--- config.mk ---
export PLATFORM = sky130hd
export DESIGN_NAME = rns_reg_file
export DESIGN_NICKNAME = d
export VERILOG_FILES = /design/src/rtl/rns_reg_file.sv
export SDC_FILE = /design/constraint.sdc
export NUM_CORES = 1
export LEC_CHECK = 0
export BUFFER_PORTS_ARGS = -buffer_cell sky130_fd_sc_hd__clkbuf_2
export CAP_MARGIN = 0
export CORE_UTILIZATION = 59
export DETAILED_ROUTE_END_ITERATION = 10
export GPL_ROUTABILITY_DRIVEN = 0
export PLACE_DENSITY = 0.85
export SYNTH_ARGS = -nofsm -noshare
export SYNTH_HDL_FRONTEND = slang
export SYNTH_SLANG_ARGS = --single-unit
--- constraint.sdc ---
create_clock -name clk_i -period 1.9 [get_ports clk_i]
set_input_delay 0.095 -clock clk_i [delete_from_list [all_inputs] [get_ports clk_i]]
set_output_delay 0.095 -clock clk_i [all_outputs]
set_load 0.03 [all_outputs]
--- src/rtl/rns_reg_file.sv ---
// Multi-domain register file: NUM_DOMAINS lanes per entry, three registered read ports,
// two masked write ports (port B wins per lane), post-reset hardware clear.
// Optional same-edge write-to-read forwarding is enabled by defining RNS_REGFILE_BYPASS_EN.
module rns_reg_file #(
    parameter int unsigned NUM_DOMAINS = 1,
    parameter int unsigned DATA_W      = 8,
    parameter int unsigned NUM_REGS    = 8,
    localparam int unsigned ADDR_W     = $clog2(NUM_REGS),
    localparam int unsigned W          = NUM_DOMAINS * DATA_W
) (
    input  logic                   clk_i,
    input  logic                   reset_i,
    input  logic [ADDR_W-1:0]      rd_addr1_i,
    input  logic [ADDR_W-1:0]      rd_addr2_i,
    input  logic [ADDR_W-1:0]      rd_addr3_i,
    output logic [W-1:0]           rd_data1_o,
    output logic [W-1:0]           rd_data2_o,
    output logic [W-1:0]           rd_data3_o,
    input  logic                   wra_en_i,
    input  logic [ADDR_W-1:0]      wra_addr_i,
    input  logic [W-1:0]           wra_data_i,
    input  logic [NUM_DOMAINS-1:0] wra_mask_i,
    input  logic                   wrb_en_i,
    input  logic [ADDR_W-1:0]      wrb_addr_i,
    input  logic [W-1:0]           wrb_data_i,
    input  logic [NUM_DOMAINS-1:0] wrb_mask_i,
    output logic                   busy_o
);

    typedef enum logic {StInit, StReady} state_e;

    state_e            state_q, state_d;
    logic [ADDR_W-1:0] cnt_q, cnt_d;
    logic [W-1:0]      mem_q [NUM_REGS];
    logic [W-1:0]      mem_d [NUM_REGS];
    logic [W-1:0]      rd_view [NUM_REGS];
    logic [W-1:0]      rd_data1_d, rd_data2_d, rd_data3_d;
    logic [W-1:0]      rd_data1_q, rd_data2_q, rd_data3_q;
    logic              wr_ok;

    always_comb begin
        state_d = state_q;
        cnt_d   = cnt_q;
        mem_d   = mem_q;
        wr_ok   = 1'b0;
        if (!reset_i) begin
            if (state_q == StInit) begin
                mem_d[cnt_q] = '0;
                cnt_d        = cnt_q + ADDR_W'(1);
                if (cnt_q == ADDR_W'(NUM_REGS - 1)) begin
                    state_d = StReady;
                end
            end else begin
                wr_ok = 1'b1;
            end
        end
        // Port B is applied after port A so it wins on a shared lane.
        if (wr_ok) begin
            for (int unsigned d = 0; d < NUM_DOMAINS; d++) begin
                if (wra_en_i && wra_mask_i[d]) begin
                    mem_d[wra_addr_i][d*DATA_W +: DATA_W] = wra_data_i[d*DATA_W +: DATA_W];
                end
                if (wrb_en_i && wrb_mask_i[d]) begin
                    mem_d[wrb_addr_i][d*DATA_W +: DATA_W] = wrb_data_i[d*DATA_W +: DATA_W];
                end
            end
        end
    end

`ifdef RNS_REGFILE_BYPASS_EN
    assign rd_view = mem_d;
`else
    assign rd_view = mem_q;
`endif

    always_comb begin
        rd_data1_d = '0;
        rd_data2_d = '0;
        rd_data3_d = '0;
        if (!reset_i && state_q == StReady) begin
            rd_data1_d = rd_view[rd_addr1_i];
            rd_data2_d = rd_view[rd_addr2_i];
            rd_data3_d = rd_view[rd_addr3_i];
        end
    end

    always_ff @(posedge clk_i) begin
        if (reset_i) begin
            state_q    <= StInit;
            cnt_q      <= '0;
            rd_data1_q <= '0;
            rd_data2_q <= '0;
            rd_data3_q <= '0;
        end else begin
            state_q    <= state_d;
            cnt_q      <= cnt_d;
            rd_data1_q <= rd_data1_d;
            rd_data2_q <= rd_data2_d;
            rd_data3_q <= rd_data3_d;
        end
    end

    // The array itself has no reset; the clear sequence zeroes it.
    always_ff @(posedge clk_i) begin
        mem_q <= mem_d;
    end

    assign rd_data1_o = rd_data1_q;
    assign rd_data2_o = rd_data2_q;
    assign rd_data3_o = rd_data3_q;
    assign busy_o     = (state_q == StInit);

endmodule

Word level (Yosys, flattened, before mapping)
Cells that the tools add are included.
{"block": "word_totals", "reg_bits": 92, "output_inout_bits": 25}
{"block": "classes", "eq_ne": 1, "muxes": 27, "magnitude_cmp": 9, "bitwise": 10, "n_addsub": 1, "n_reduce_logical": 8}
{"operator": "$mux W64", "n": 6}
{"operator": "$bwmux W64", "n": 2}
{"operator": "$bmux W8 S3", "n": 3}
{"operator": "$demux W8 S3", "n": 3}
{"operator": "$mux W8", "n": 9}
{"operator": "$and A64 B64 Y64", "n": 1}
{"operator": "$not A64 Y64", "n": 1}
{"operator": "$ge A4 B4 Y1 const B", "n": 6}
{"operator": "$not A3 Y4", "n": 6}
{"operator": "$lt A4 B1 Y1 const B", "n": 3}
{"operator": "$logic_and A1 B1 Y1", "n": 6}
{"operator": "$mux W1", "n": 4}
{"operator": "$add A3 B1 Y3 const B", "n": 1}
{"operator": "$eq A3 B3 Y1 const B", "n": 1}
{"operator": "$not A1 Y1", "n": 2}
{"operator": "$reduce_or A2 Y1", "n": 1}
{"operator": "$logic_not A1 Y1", "n": 1}

Depth between registers and ports, before layout
{"block": "logic_depth", "depth_word": 15, "depth_mapped": 7, "depth_no_buf": 4}

Worst setup path before layout
OpenSTA, ideal clock, no wires.
{"block": "synth_path", "kind": "flip-flop to flip-flop", "startpoint": "reg cnt_q[0]", "endpoint": "reg mem_q[48] in the netlist's numbering", "t_arrival_ns": 1.407, "path_stages_with_launch": 6, "setup_ns": 0.125, "n_path_buf": 1, "period_less_slack_ns": 1.532, "path_slack_ns": 0.368, "cell_sequence": "dfxtp_1 -> or3b_1 -> or3_1 -> o211a_1 -> buf_6 -> o2bb2ai_1"}
{"item": "from (decl)", "line_no": "33", "text": "logic [ADDR_W-1:0] cnt_q, cnt_d;"}
{"item": "from (signal assigned)", "line_no": "96", "text": "cnt_q <= cnt_d;"}
{"item": "to (signal assigned)", "line_no": "105", "text": "mem_q <= mem_d;"}
{"item": "to (decl)", "line_no": "34", "text": "logic [W-1:0] mem_q [NUM_REGS];"}

==> flow_metrics.env <==
export IMPL_outcome="completed"
export IMPL_synth_cell_type_count=36
export IMPL_cts_buffers=9
export IMPL_finalSetupTns_ps=0
export IMPL_dp_final_hpwl_um=11600
export IMPL_rsz0062_at_grt="no"
export IMPL_critPathCaptureType="flop"
export IMPL_tritoncts="yes"
export IMPL_ys_seq_elements=92
export IMPL_rrSetupSlack_ps=200
export IMPL_synth_cells=509
export IMPL_worst_path_max_delay_cell="dfxtp_1"
export IMPL_fin_nets=584
export IMPL_ir_worst_vdd_uv=309
export IMPL_synth_area_leaders="dfxtp_1 33%, mux4_2 19%, mux2i_1 10%"
export IMPL_ys_seq_area_share_pct=33.1
export IMPL_yosys_cell_count_top_type="dfxtp_1"
export IMPL_path_max_fanout=8
export IMPL_yosys_warnings=0
export IMPL_diodes=0
export IMPL_synth_flop_cell="dfxtp_1"
export IMPL_die_width_um=99.1
export IMPL_clock_path_buffers=2
export IMPL_synth_top_area_share_pct=33.1
export IMPL_synth_top_cell_by_area="dfxtp_1"
export IMPL_drt_total_wl_um=16100
export IMPL_path_buf_inv=0
export IMPL_setup_viol_count_final=0
export IMPL_drtAntennaViolNets=0
export IMPL_crit_chain="or3b_1, or3_1, o211a_1, o2bb2ai_1"
export IMPL_synth_nets=548
export IMPL_worst_clock_skew_ps=10.3
export IMPL_path_clk_slew_ps=90
export IMPL_cts_root_buf="clkbuf_8"
export IMPL_synth_edf_count=0
export IMPL_final_hold_viol_count=0
export IMPL_initial_utilization_pct=60.4
export IMPL_htreeDepth=3
export IMPL_design_portCount=62
export IMPL_floorplan_die_height_um=99.1
export IMPL_multi_input_area_um2=3430
export IMPL_cpPeakStageDelay_ps=450
export IMPL_area_growth_pct=10.4
export IMPL_grt_pass1_vias=4577
export IMPL_viasPerCell=7.38
export IMPL_final_util_pct=66.7
export IMPL_startpoint_type="flop"
export IMPL_ctsHoldBuffers=0
export IMPL_grt_usage_pct=34.2
export IMPL_cellPowerDensity_nw_per_um2=618
export IMPL_period_minus_slack_ps=1700
export IMPL_max_freq_mhz=589
export IMPL_yosys_top_cells_count="92 x dfxtp_1, 65 x o2bb2ai_1, 58 x mux2i_1, 51 x nor2_1, 48 x mux4_2"
export IMPL_drc_errors=0
export IMPL_p_total_mw=3.80
export IMPL_report_final_slew_viol_count=0
export IMPL_clock_sinks=92
export IMPL_whs_ps=7.44
export IMPL_core_area_um2=9200
export IMPL_maxCapViolCount=0
export IMPL_routedWlPerCell_um=24.4
export IMPL_syn_cell_area_um2=5560
export IMPL_final_layout_size_suffix_gt1_share_pct=28.5
export IMPL_std_cell_rows=35
export IMPL_worst_pin_slew_ps=815
export IMPL_vias=4875
export IMPL_clk_insertion_delay_late_ps=360
export IMPL_worstPathRequired_ps=2130
export IMPL_nFillCells=701
export IMPL_grt_ovfl_total=0
export IMPL_async_flop_share_pct=0
export IMPL_max_slew_margin_pct=45.7
export IMPL_regArea_um2=1840
export IMPL_syn_avg_cell_area_um2=10.9
export IMPL_drt_iter0_drc=712
export IMPL_grt_max_degree=56
export IMPL_finalCritPeriodShare_pct=89.3
export IMPL_crit_type="flop to flop"
export IMPL_postCtsSetupBuffers=0
export IMPL_crit_arrival_ps=1930
export IMPL_hold_path_class="input pin to flop"
export IMPL_cp_top_family="simple AND/OR/NAND/NOR gates"
export IMPL_grt_antenna_before_repair=0
export IMPL_cts_resized=0
export IMPL_io_buffers=61
export IMPL_drt_pass1_iterations=5
export IMPL_dieArea_um2=9810
export IMPL_p_leak_nw=2.25
export IMPL_grt_pass1_wl_um=25600
cell type report:
| type | count | area share [%] |
|---|---|---|
| Tap cell | 111 | 2.26 |
| Timing Repair Buffer | 86 | 8.64 |
| Clock inverter | 5 | 0.999 |
| Clock buffer | 11 | 2.14 |
| Inverter | 1 | 0.0611 |
| Multi-Input combinational cell | 355 | 55.9 |
| Sequential cell | 92 | 30.0 |
path summary, 6_finish.rpt:
kind | startpoint | to | cells past startpoint
setup / recovery | cnt_q[0]$_SDFFE_PP0N_ | mem_q[51]$_DFF_P_ | 4
hold / removal | reset_i | state_q$_SDFF_PP0_ | 2
setup reg to reg | cnt_q[0]$_SDFFE_PP0N_ | mem_q[51]$_DFF_P_ | 4
hold reg to reg | mem_q[9]$_DFF_P_ | mem_q[9]$_DFF_P_ | 1
report_power, final:
part           switching [mW]  internal (mW)  leakage (nW)
logic                   0.289          0.193          1.42
clock network           0.710          0.614        0.0862
registers              0.0369           1.95         0.742
metal layers:
layer	vias up	global-route usage, %	share of wire [%]
li1	2094	-	-
met4	0	14.9	4.0
met5	-	0	0
met2	422	55.2	46
met1	2298	45.6	38
met3	61	6.03	12
sequential cells by signal, indices dropped and copies added, names as in the netlist:
name	count
mem_q	64
rd_data3_o	8
state_q	1
rd_data2_o	8
cnt_q	3
rd_data1_o	8
kinds of logic (layout without fill, tap and decap cells):
kind of cell | Yosys count | in the layout | synth area share, %
buf+inv | 62 | 103 | 5.18
fa+ha+maj | 2 | 2 | 0.450
simple gates | 106 | 106 | 9.66
compound gates | 140 | 140 | 21.5
flops | 92 | 92 | 33.1
mux | 106 | 106 | 29.9
xor+xnor | 1 | 1 | 0.158
cell usage in the layout, fill, tap and decap left out, types with 2 or more instances in the layout:
| cell | netlist | routed |
|---|---|---|
| nor2_2 | 2 | 2 |
| a21oi_1 | 34 | 34 |
| dfxtp_1 | 92 | 92 |
| nand2b_1 | 4 | 3 |
| and3_1 | 20 | 20 |
| ha_1 | 2 | 2 |
| a221oi_2 | 2 | 2 |
| nor2_1 | 51 | 51 |
| or3_1 | 3 | 3 |
| nor2b_1 | 4 | 4 |
| clkinvlp_4 | 0 | 3 |
| o2bb2ai_1 | 65 | 65 |
| mux4_2 | 48 | 48 |
| nor3_1 | 2 | 2 |
| buf_12 | 0 | 3 |
| clkbuf_8 | 0 | 9 |
| nand3b_1 | 3 | 3 |
| o2111a_1 | 32 | 32 |
| nor2_4 | 2 | 2 |
| nand3_1 | 11 | 11 |
| clkbuf_2 | 0 | 61 |
| buf_4 | 2 | 22 |
| clkbuf_1 | 26 | 2 |
| mux2i_1 | 58 | 58 |
stage by stage:
| stage | std cells | setup WS, ps | instance area, um2 |
|---|---|---|---|
| floorplan | 509 | 368 | 5560 |
| global placement | 645 | 319 | 5950 |
| detailed placement | 645 | 253 | 5950 |
| CTS | 661 | 219 | 6140 |
| global route | 661 | 90.0 | 6140 |
| finish | 661 | 202 | 6140 |
worst register-to-register path, cell delays in order, from the launching register on:
cell and delay (ps):
dfxtp_1 450, or3b_1 390, or3_1 320, o211a_1 250
o2bb2ai_1 170
Power figures use the tool's default switching activity.
